<file path="src/rtl/reflex_game_ctrl.sv">
// Round controller for the reflex trainer: runs a fixed-length round,
// lights pseudo-random one-hot targets, judges button presses and keeps
// a saturating score. All outputs come straight from registers.
module reflex_game_ctrl #(
  parameter int TICK_DIV       = 100000000,
  parameter int GAME_SECONDS   = 30,
  parameter int TARGET_TIMEOUT = 150000000,
  parameter int SCORE_MAX      = 99
) (
  input  logic       clk,
  input  logic       rst,
  input  logic       start,
  input  logic [3:0] btn,
  output logic [3:0] target_led,
  output logic [4:0] elapsed_time,
  output logic [6:0] score,
  output logic       busy,
  output logic       game_over
);

  localparam int TICK_W = $clog2(TICK_DIV);
  localparam int TO_W   = $clog2(TARGET_TIMEOUT);

  typedef enum logic [1:0] {S_IDLE, S_ARM, S_WAIT, S_DONE} state_t;

  state_t            r_state;
  logic [7:0]        r_lfsr;
  logic [1:0]        r_prev;
  logic [TICK_W-1:0] r_tick;
  logic [TO_W-1:0]   r_to;
  logic [3:0]        r_target;
  logic [4:0]        r_elapsed;
  logic [6:0]        r_score;
  logic              r_busy;
  logic              r_game_over;

  logic       w_lfsr_fb;
  logic [1:0] w_cand;
  logic       w_running;
  logic       w_tick_wrap;
  logic       w_final_tick;
  logic       w_hit;
  logic       w_miss;
  logic       w_timeout;

  function automatic logic [6:0] f_sat_inc(input logic [6:0] v);
    return (v >= 7'(SCORE_MAX)) ? 7'(SCORE_MAX) : v + 7'd1;
  endfunction

  function automatic logic [6:0] f_sat_dec(input logic [6:0] v);
    return (v == 7'd0) ? 7'd0 : v - 7'd1;
  endfunction

  // Taps x^8+x^6+x^5+x^4+1, shifting toward the MSB.
  assign w_lfsr_fb = r_lfsr[7] ^ r_lfsr[5] ^ r_lfsr[4] ^ r_lfsr[3];
  // Never light the same LED twice in a row: bump a repeat to the next one.
  assign w_cand    = (r_lfsr[1:0] == r_prev) ? (r_lfsr[1:0] + 2'd1) : r_lfsr[1:0];

  assign w_running    = (r_state == S_ARM) || (r_state == S_WAIT);
  assign w_tick_wrap  = w_running && (r_tick == TICK_W'(TICK_DIV - 1));
  assign w_final_tick = w_tick_wrap && (r_elapsed == 5'(GAME_SECONDS - 1));
  // A hit is exactly the lit bit; any extra or different bit is a miss.
  assign w_hit        = (btn == r_target) && (r_target != 4'd0);
  assign w_miss       = (btn != 4'd0) && ((btn & ~r_target) != 4'd0);
  assign w_timeout    = (r_to == TO_W'(TARGET_TIMEOUT - 1));

  assign target_led   = r_target;
  assign elapsed_time = r_elapsed;
  assign score        = r_score;
  assign busy         = r_busy;
  assign game_over    = r_game_over;

  // Free-running target generator, reseeded only by reset.
  always_ff @(posedge clk or negedge rst) begin
    if (!rst) begin
      r_lfsr <= 8'hA5;
    end else begin
      r_lfsr <= {r_lfsr[6:0], w_lfsr_fb};
    end
  end

  // Round FSM with second timer, target selection and scoring.
  always_ff @(posedge clk or negedge rst) begin
    if (!rst) begin
      r_state     <= S_IDLE;
      r_prev      <= 2'd0;
      r_tick      <= '0;
      r_to        <= '0;
      r_target    <= 4'd0;
      r_elapsed   <= 5'd0;
      r_score     <= 7'd0;
      r_busy      <= 1'b0;
      r_game_over <= 1'b0;
    end else begin
      if (w_running) begin
        if (w_tick_wrap) begin
          r_tick    <= '0;
          r_elapsed <= r_elapsed + 5'd1;
        end else begin
          r_tick <= r_tick + TICK_W'(1);
        end
      end

      case (r_state)
        S_IDLE: begin
          if (start) begin
            r_state   <= S_ARM;
            r_busy    <= 1'b1;
            r_elapsed <= 5'd0;
            r_score   <= 7'd0;
            r_tick    <= '0;
          end
        end
        S_ARM: begin
          r_target <= 4'b0001 << w_cand;
          r_prev   <= w_cand;
          r_to     <= '0;
          r_state  <= S_WAIT;
        end
        S_WAIT: begin
          if (w_hit) begin
            r_score  <= f_sat_inc(r_score);
            r_target <= 4'd0;
            r_state  <= S_ARM;
          end else if (w_miss) begin
            r_score  <= f_sat_dec(r_score);
            r_target <= 4'd0;
            r_state  <= S_ARM;
          end else if (w_timeout) begin
            r_target <= 4'd0;
            r_state  <= S_ARM;
          end else begin
            r_to <= r_to + TO_W'(1);
          end
        end
        S_DONE: begin
          if (start) begin
            r_state     <= S_ARM;
            r_busy      <= 1'b1;
            r_game_over <= 1'b0;
            r_elapsed   <= 5'd0;
            r_score     <= 7'd0;
            r_tick      <= '0;
          end
        end
        default: r_state <= S_IDLE;
      endcase

      // Restart beats end-of-round; end-of-round beats the WAIT/ARM outcome
      // but keeps any score change made above.
      if (w_running) begin
        if (start) begin
          r_state   <= S_ARM;
          r_target  <= 4'd0;
          r_elapsed <= 5'd0;
          r_score   <= 7'd0;
          r_tick    <= '0;
        end else if (w_final_tick) begin
          r_state     <= S_DONE;
          r_target    <= 4'd0;
          r_busy      <= 1'b0;
          r_game_over <= 1'b1;
        end
      end
    end
  end

endmodule
</file>
<file path="config.mk">
export PLATFORM = sky130hd
export DESIGN_NAME = reflex_game_ctrl
export DESIGN_NICKNAME = d
export VERILOG_FILES = /design/src/rtl/reflex_game_ctrl.sv
export SDC_FILE = /design/constraint.sdc
export NUM_CORES = 1
export LEC_CHECK = 0
export ABC_AREA = 1
export CORE_MARGIN = 2
export CORE_UTILIZATION = 63
export CTS_BUF_LIST = sky130_fd_sc_hd__clkbuf_8
export CTS_CLUSTER_DIAMETER = 80
export DETAILED_ROUTE_END_ITERATION = 6
export PLACE_DENSITY = 0.83
export SLEW_MARGIN = 10
export SYNTH_ARGS = -nofsm -noshare
export SYNTH_HDL_FRONTEND = slang
export SYNTH_SLANG_ARGS = --single-unit
</file>
<file path="constraint.sdc">
create_clock -name clk -period 2.15 [get_ports clk]
set_input_delay 0.43 -clock clk [delete_from_list [all_inputs] [get_ports clk]]
set_output_delay 0.43 -clock clk [all_outputs]
set_load 0.02 [all_outputs]
</file>
# Yosys cells after proc, flatten, opt, wreduce, memory -nomap -nowiden
# Index checks and enable logic that the tools add are counted.
[op_classes]
add_sub_neg = 6
magnitude_cmp = 1
n_eq_ne = 11
n_shift = 1
n_mux = 50
bitwise_logic = 5
n_reduce_logical = 13
[op_table]
columns = ["cell", "count"]
rows = [
  ["$mux W27", 6],
  ["$mux W28", 3],
  ["$pmux W28 S2", 1],
  ["$mux W7", 7],
  ["$mux W5", 6],
  ["$add A28 B1 Y28 const B", 1],
  ["$eq A28 B28 Y1 const B", 1],
  ["$add A27 B1 Y27 const B", 1],
  ["$eq A27 B27 Y1 const B", 1],
  ["$mux W4", 6],
  ["$mux W2", 8],
  ["$pmux W7 S2", 1],
  ["$reduce_bool A4 Y1", 3],
  ["$mux W1", 10],
  ["$pmux W4 S2", 1],
  ["$add A7 B1 Y7 const B", 1],
  ["$ge A7 B7 Y1 const B", 1],
  ["$logic_not A7 Y1", 1],
  ["$sub A7 B1 Y7 const B", 1],
  ["$ne A2 B2 Y1 const B", 3],
  ["$pmux W2 S3", 1],
  ["$add A5 B1 Y5 const B", 1],
  ["$eq A5 B5 Y1 const B", 1],
  ["$and A4 B4 Y4", 1],
  ["14 further kinds", 20],
]
[totals]
register_bits = 85
in_bits = 7
output_inout_bits = 18
word_cells = 97

# Longest topological paths before layout
# Gate-level depths: netlist (run 1).
[logic_depth]
word_depth = 10
ltp_mapped = 12

# Worst setup path before layout (run 1)
# Ideal clock, no wire load.
[synth_path]
path_type = "flip-flop to flip-flop"
from = "reg r_target[2], in the netlist target_led[2]"
to = "reg r_to[10]"
setup_ns = 0.074
arrival_time_ns = 1.715
t_required_ns = 2.076
path_slack_ns = 0.361
path_stages_with_launch = 13
path_buffers = 1
synth_period_minus_slack_ns = 1.789
path_cell_list = "dfrtp_1 > inv_1 > ha_1 > nor2_1 > nand2_1 > nand2_2 > nand2_2 > nor2_4 > nand2_4 > nand2_4 > buf_6 > nand2_1 > o21ai_2"
[synth_between]
elab_chain_cells = 6
word_cells_on_any_way = 10
cone_classes = "3 x eq/ne; 2 x bitwise; 5 x reduce/logical"
[synth_lines]
columns = ["element", "line_no", "text"]
rows = [
  ["from (decl)", "31", "logic [3:0] r_target;"],
  ["from (signal assigned)", "115", "r_target <= 4'b0001 << w_cand;"],
  ["$not A4 Y4", "64", "assign w_miss = (btn != 4'd0) && ((btn & ~r_target) != 4'd0);"],
  ["$and A4 B4 Y4", "64", ""],
  ["$reduce_bool A4 Y1", "64", ""],
  ["$logic_and A1 B1 Y1", "64", ""],
  ["$ne A2 B2 Y1 (no line)", "-", ""],
  ["$reduce_and A4 Y1 (no line) *", "-", ""],
  ["to (signal assigned)", "133", "r_to <= r_to + TO_W'(1);"],
  ["to (decl)", "30", "logic [TO_W-1:0] r_to;"],
]
# Every way passes the cells marked *; elsewhere a longest branch is shown, timed or not.
# A chain may end at the register's enable or synchronous reset.

# Final worst setup path (run 1)
[layout_path]
from = "reg r_to[0]"
to = "reg r_to[16]"
[layout_between]
elab_chain_cells = 5
word_cells_on_any_way = 8
cone_classes = "1 x add/sub; 2 x eq/ne; 4 x mux; 1 x reduce/logical"
[layout_lines]
columns = ["element", "line_no", "text"]
rows = [
  ["$add A28 B1 Y28", "133", ""],
  ["$mux W28", "129", "end else if (w_timeout) begin"],
  ["$mux W28", "125", "end else if (w_miss) begin"],
  ["$mux W28", "121", "if (w_hit) begin"],
  ["$pmux W28 S2", "104", "case (r_state)"],
]
# Parallel ways exist; a longest one is shown, timed or not. The select of a mux whose other input is x is not followed.

==> key figures, run 1 <==
Worst setup path
  • Worst Path Required: 2.41 ns
  • Crit Path Class: reg2reg
  • Worst Reg-to-Reg Cells: 11
  • Worst Setup EP: r_to[16]
  • Worst r2r src: r_to[0]
  • Crit. Startpoint: r_to[0]
  • Crit path max fanout: 15
  • Reg-to-Reg End: r_to[16]
  • Setup crit start kind: register
  • Worst R2R Setup Slack: 0.18 ns
  • Critical Path AT: 2.24 ns
  • Crit end category: register

Power
  • Net Sw Frac: 39.4%
  • P_sw: 1.95 mW
  • Worst vdd ir: 0.442 mV
  • Combinational fraction of design power: 38.3%
  • Leak Pwr: 2.97 nW
  • Internal: 3.00 mW
  • Pwr/cell area: 790 nW/um2
  • Flop pwr share: 36.6%
  • Clock share of power: 25.1%

Placed design
  • IO buf count: 24
  • Pre-CTS setup slack: -0.0457 ns
  • Placer Congestion: 0.930
  • Post-Place Cell Area: 6030 um2
  • Post-DP HPWL: 10.0 mm

Drt
  • Routed Antenna Nets: 0
  • Routed wire length: 13.4 mm
  • DRC violations left: 0
  • Initial DRC Count: 380
  • Vias per cell: 5.60
  • Vias: 5423
  • Wirelength per Cell: 13.9 um
  • Pre-antenna DRT Iters: 5

Final layout
  • Area of the multi-input gates: 2970 um2
  • Register Area: 2130 um2
  • Area grow syn2layout: 13.4%
  • Diodes inserted: 0
  • Number of fill cells in the layout: 705
  • Nets: 876
  • Ratio of cells with drive above 1 in the final layout: 9.18%
  • Cell area after layout: 6270 um2

Global route
  • Vias in the first global route: 5381
  • Initial antenna violation count: 0
  • First-pass GRT wire length: 23.5 mm
  • Global route overflow: 0
  • Largest net degree at the start of global routing: 30
  • Total GRT Usage: 29.7%

STA
  • Fin worst setup slack: 0.175 ns
  • Normalized max-slew margin: 67.5%
  • Slew at the pin with the worst max-slew slack: 0.483 ns
  • Crit path time final: 1.97 ns
  • Final setup fails: 0
  • Fmax: 506 MHz
  • Final hold vios: 0
  • Skew final: 0.0116 ns
  • Max Slew Vio Count: 0
  • Fin crit share: 91.8%
  • RSZ-0062 raised after global routing: false

Synthesis
  • Syn_nets: 830
  • Proportion of synthesized area in mux cells: 0%
  • Xor/xnor cell area share of the yosys netlist: 3.17%
  • Yosys warns: 0
  • Synth Cell Area: 5530 um2
  • Post-synthesis sequential area ratio: 38.6%
  • Adder-cell share of the synthesized area: 2.94%
  • #FFs+latches synth: 85
  • Most used DFF post-synth: dfrtp_1
  • Synth top area share: 36.7%
  • Ys async rst share: 100%
  • Count of cell types in the netlist: 35
  • Area leader, netlist: dfrtp_1
  • Post-synth EDFFs: 0
  • Simple-Gate Fraction of Synth Area: 42.3%
  • Compound-Gate Fraction of Synth Area: 5.16%
  • Post-Synthesis Cells: 810
  • Ranking of synthesized cells by area: dfrtp_1 37%, nand2_1 17%, nor2_1 9.6%
  • Average size of a mapped cell: 6.82 um2
  • Largest family of logic cells by synthesized area: simple AND/OR/NAND/NOR gates

Die
  • Core box area: 8590 um2
  • DIE HEIGHT: 97.7 um
  • Die area: 9540 um2
  • Initial core utilization: 64.3%
  • Die Width: 97.7 um
  • FP Rows: 34
  • Num ports: 25

Clock network
  • CTS Buf Count: 9
  • CTS root buffer: clkbuf_8
  • Clock Latency Late Sink: 0.37 ns
  • # clock sinks: 85
  • Clock transition at the registers of the reported paths: 0.09 ns
  • Clock Tree Buf Depth: 2
  • TritonCTS clock tree: done
  • Htree depth: 3

Outcome
  • Status: complete, no violations

Run
  • Max-Cap Viols: 0

Worst hold path
  • Min-delay worst type: reg2reg
[cells by family after synthesis]
logic type / Yosys count
DFF: 85
and+or+nand+nor: 540
adders and majority gates: 13
buffers and inverters: 104
xor gates and xnor gates: 20
AOI/OAI and AO/OA: 48
[state kept, by name (all words and copies together) (netlist names)]
register,flops
target_led,4
r_state,2
busy,1
r_lfsr,8
r_to,28
game_over,1
elapsed_time,5
score,7
r_prev,2
r_tick,27
[synthesized netlist by cell type (5+ instances only)]
library cell,number
nor2_1,141
ha_1,13
a21oi_1,18
nand3_1,81
inv_2,5
inv_1,84
xor2_1,16
nor2_2,5
o21ai_0,15
o21ai_2,7
nand2_1,245
nand4_1,25
dfrtp_1,81
nor3_1,20
nand2_2,8
[layout by cell type (no fill, tap or decap), types with 2 or more instances in the layout]
master	n
a21oi_1	18
nand4_1	25
nor2_2	6
clkbuf_8	12
nand2_1	245
inv_1	84
nand2_4	2
a21o_1	4
clkinv_4	2
nor3b_1	3
nor3_4	2
o21ai_2	7
dfstp_2	4
ha_1	13
nand2_2	8
o21bai_1	2
clkinv_1	2
clkdlybuf4s50_1	23
xor2_1	16
o21ai_0	15
xnor2_1	4
nand3_1	81
nand3b_1	2
dfrtp_1	81
buf_4	20
nor3_1	19
nor2_4	3
buf_12	4
nor2_1	140
inv_2	5
[timing repair]
item / in CTS / in global routing
endpoints found under the hold margin: 21 / 0
gates resized for setup: 0 / 2
setup endpoints to repair: 0 / 27
hold buffers: 1 / 0
buffers inserted: 0 / 0
[area by class of cell]
class	instances	share of cell area [%]
Clock inverter	4	0.878
Inverter	91	5.45
Tap cell	108	2.16
Clock buffer	12	2.64
Sequential cell	85	34.0
Timing Repair Buffer	48	7.51
Multi-Input combinational cell	621	47.4
[routing by layer]
layer	global-route usage, %	share of wire [%]
met5	0	0
met2	50.6	49
met1	37.6	43
met3	4.10	5.1
met4	13.6	2.7
[through the flow]
| step | utilization (%) | power [mW] | instances | hold WS [ns] | setup TNS, ns |
|---|---|---|---|---|---|
| floorplan | - | 3.08 | 810 | 0.134 | 0 |
| global placement | 70.2 | 3.66 | 952 | 0.341 | -0.0101 |
| detailed placement | 70.2 | 3.71 | 952 | 0.340 | -0.640 |
| CTS | 72.8 | 4.94 | 969 | 0.367 | 0 |
| global route | 72.9 | 5.24 | 969 | 0.381 | 0 |
| finish | 72.9 | 4.95 | 969 | 0.365 | 0 |
[how the worst min path moves through the flow]
stage | from | end | depth (start not counted)
CTS | r_lfsr[6] | r_lfsr[7] | 0
global route | r_lfsr[6] | r_lfsr[7] | 0
detailed placement | r_lfsr[6] | r_lfsr[7] | 0
floorplan | rst | busy | 0
finish | r_lfsr[6] | r_lfsr[7] | 0
global placement | r_lfsr[6] | r_lfsr[7] | 0
[worst max-delay path, stage by stage, from the launching register on]
cell	delay (ns)
dfrtp_1	0.47
ha_1	0.31
inv_2	0.08
nor2_4	0.17
inv_2	0.08
nor2_2	0.11
nand2_2	0.12
nand2_4	0.14
nand2_4	0.08
buf_12	0.17
nand3_1	0.08
o21ai_2	0.06
[power groups by stage]
| stage | combinational (mW) | sequential, mW | clock (mW) |
|---|---|---|---|
| 3_5_place_dp | 1.87 | 1.84 | 0 |
| 3_3_place_gp | 1.82 | 1.84 | 0 |
| 4_1_cts | 1.88 | 1.81 | 1.26 |
| 5_1_grt | 2.11 | 1.83 | 1.30 |
| 2_1_floorplan | 1.22 | 1.86 | 0 |
| 6_report | 1.89 | 1.81 | 1.24 |
Power figures use the tool's default switching activity.
==> run 2, diff against run 1 <==
--- a/config.mk
+++ b/config.mk
@@ -7,11 +7,10 @@
 export LEC_CHECK = 0
 export ABC_AREA = 1
 export CORE_MARGIN = 2
-export CORE_UTILIZATION = 63
+export CORE_UTILIZATION = 45
 export CTS_BUF_LIST = sky130_fd_sc_hd__clkbuf_8
 export CTS_CLUSTER_DIAMETER = 80
 export DETAILED_ROUTE_END_ITERATION = 6
-export PLACE_DENSITY = 0.83
 export SLEW_MARGIN = 10
 export SYNTH_ARGS = -nofsm -noshare
 export SYNTH_HDL_FRONTEND = slang
==> key figures, run 2 (synthesis results as in run 1) <==
Outcome
  • Status: complete, no violations

Clock network
  • CTS Buf Count: 9
  • TritonCTS clock tree: done
  • Clock transition at the registers of the reported paths: 0.09 ns
  • Clock Latency Late Sink: 0.37 ns
  • Setup bufs post-CTS: 0
  • # clock sinks: 85
  • Clock Tree Buf Depth: 2
  • CTS hold repair buffers: 0
  • Htree depth: 3
  • CTS root buffer: clkbuf_8

Final layout
  • Commonest cells after routing, fill and taps aside: 245 x nand2_1, 140 x nor2_1, 84 x inv_1, 81 x nand3_1, 81 x dfrtp_1
  • Nets: 878
  • Final Non-Filler Cells: 1010
  • Most common cell after layout, fill and taps aside: nand2_1
  • Ratio of cells with drive above 1 in the final layout: 9.62%
  • Diodes inserted: 0
  • Biggest regs: r_to x28, r_tick x27, r_lfsr x8
  • Max reg flops: 28
  • Area grow syn2layout: 14.6%
  • Register Area: 2130 um2
  • Largest Register: r_to
  • Number of fill cells in the layout: 1204
  • Area of the multi-input gates: 2970 um2
  • Cell area after layout: 6330 um2

Worst setup path
  • Crit end category: primary output
  • CP max stage delay: 0.66 ns
  • Setup crit start kind: register
  • Worst Path Required: 1.72 ns
  • Crit. Startpoint: score[4]
  • Critical Path AT: 1.53 ns
  • Worst R2R Setup Slack: 0.22 ns
  • Reg-to-Reg End: r_tick[21]
  • Crit Path Class: reg2out
  • Crit path max fanout: 8
  • Worst r2r src: r_state[0]
  • Crit path depth: 1
  • Worst Reg-to-Reg Cells: 10
  • Number of buffer and inverter stages on the critical path: 1
  • Worst-path cell chain: clkdlybuf4s50_1
  • Top cell family by delay on the critical path: buffers and inverters
  • Slowest CP cell: clkdlybuf4s50_1

Placed design
  • Placer Congestion: 0.908
  • IO buf count: 24
  • Placed cell count: 994
  • Post-DP HPWL: 10.1 mm
  • Post-Place Cell Area: 6100 um2
  • Pre-CTS setup slack: -0.0304 ns

STA
  • Skew final: 0.00938 ns
  • RSZ-0062 raised after global routing: false
  • Final hold vios: 0
  • Fin worst setup slack: 0.185 ns
  • Max Slew Vio Count: 0
  • Slew at the pin with the worst max-slew slack: 0.501 ns
  • Final setup fails: 0
  • Fin crit share: 91.4%
  • Setup_tns: 0 ns
  • Fmax: 509 MHz
  • Worst hold margin: 0.0232 ns
  • Crit path time final: 1.96 ns
  • Normalized max-slew margin: 66.6%

Power
  • Leak Pwr: 2.98 nW
  • Worst vdd ir: 0.412 mV
  • Flop pwr share: 36.1%
  • Combinational fraction of design power: 38.2%
  • Net Sw Frac: 39.3%
  • Pwr/cell area: 791 nW/um2
  • Clock share of power: 25.7%
  • P_sw: 1.97 mW
  • Internal: 3.04 mW

Global route
  • Total GRT Usage: 21.9%
  • Vias in the first global route: 5010
  • First-pass GRT wire length: 23.3 mm
  • Initial antenna violation count: 0
  • Global route overflow: 0
  • Largest net degree at the start of global routing: 39

Drt
  • Initial DRC Count: 325
  • Pre-antenna DRT Iters: 5
  • Routed Antenna Nets: 0
  • Wirelength per Cell: 13.3 um
  • Routed wire length: 13.4 mm
  • Vias: 5209
  • Vias per cell: 5.16
  • DRC violations left: 0

Die
  • Die Width: 115 um
  • Core box area: 12000 um2
  • DIE HEIGHT: 115 um
  • Die area: 13200 um2
  • Num ports: 25
  • FP Rows: 40
  • Initial core utilization: 46.0%

Worst hold path
  • Min-delay worst type: in2async

Run
  • Max-Cap Viols: 0
[run 2: changes by cell type in the layout (fill, tap and decap cells not counted), sizes merged]
cell,previous run,this run
buf,24,27
bufinv,1,2
clkbuf,12,9
clkinv,4,5
dlygate4sd3,1,0
inv,89,90
[run 2: worst max-delay path by stage]
stage / end / slack, ns
global route: r_tick[21] / 0.02
detailed placement: score[3] / -0.03
CTS: r_tick[21] / 0.11
finish: score[4] / 0.19
global placement: score[3] / 0.009
floorplan: r_to[10] / 0.36
[run 2: metal layers]
metal	global-route usage, %	part of all wire, %
met2	36.3	47
met3	3.85	3.7
met4	6.75	1.7
met1	29.3	48
met5	0	0
[run 2: final cells by class]
cell class	count	area share (%)
Clock buffer	9	1.96
Clock inverter	7	1.56
Inverter	91	5.39
Multi-Input combinational cell	621	46.9
Sequential cell	85	33.7
Tap cell	147	2.90
Timing Repair Buffer	50	7.63
[run 2: power groups by stage]
stage / clock, mW / combinational [mW] / sequential (mW)
2_1_floorplan: 0 / 1.22 / 1.86
3_3_place_gp: 0 / 1.88 / 1.83
3_5_place_dp: 0 / 1.90 / 1.84
4_1_cts: 1.33 / 1.90 / 1.81
5_1_grt: 1.40 / 2.16 / 1.83
6_report: 1.29 / 1.92 / 1.81
[run 2: stage by stage]
stage	utilization [%]	power, mW
5_1_grt	52.7	5.39
3_5_place_dp	50.8	3.74
4_1_cts	52.6	5.05
2_1_floorplan	-	3.08
6_report	52.7	5.01
3_3_place_gp	50.8	3.72
[run 2: what timing repair did]
item | CTS | global route
endpoints found under the setup margin | 0 | 16
resized for setup | 0 | 3
hold endpoints to repair | 0 | 0
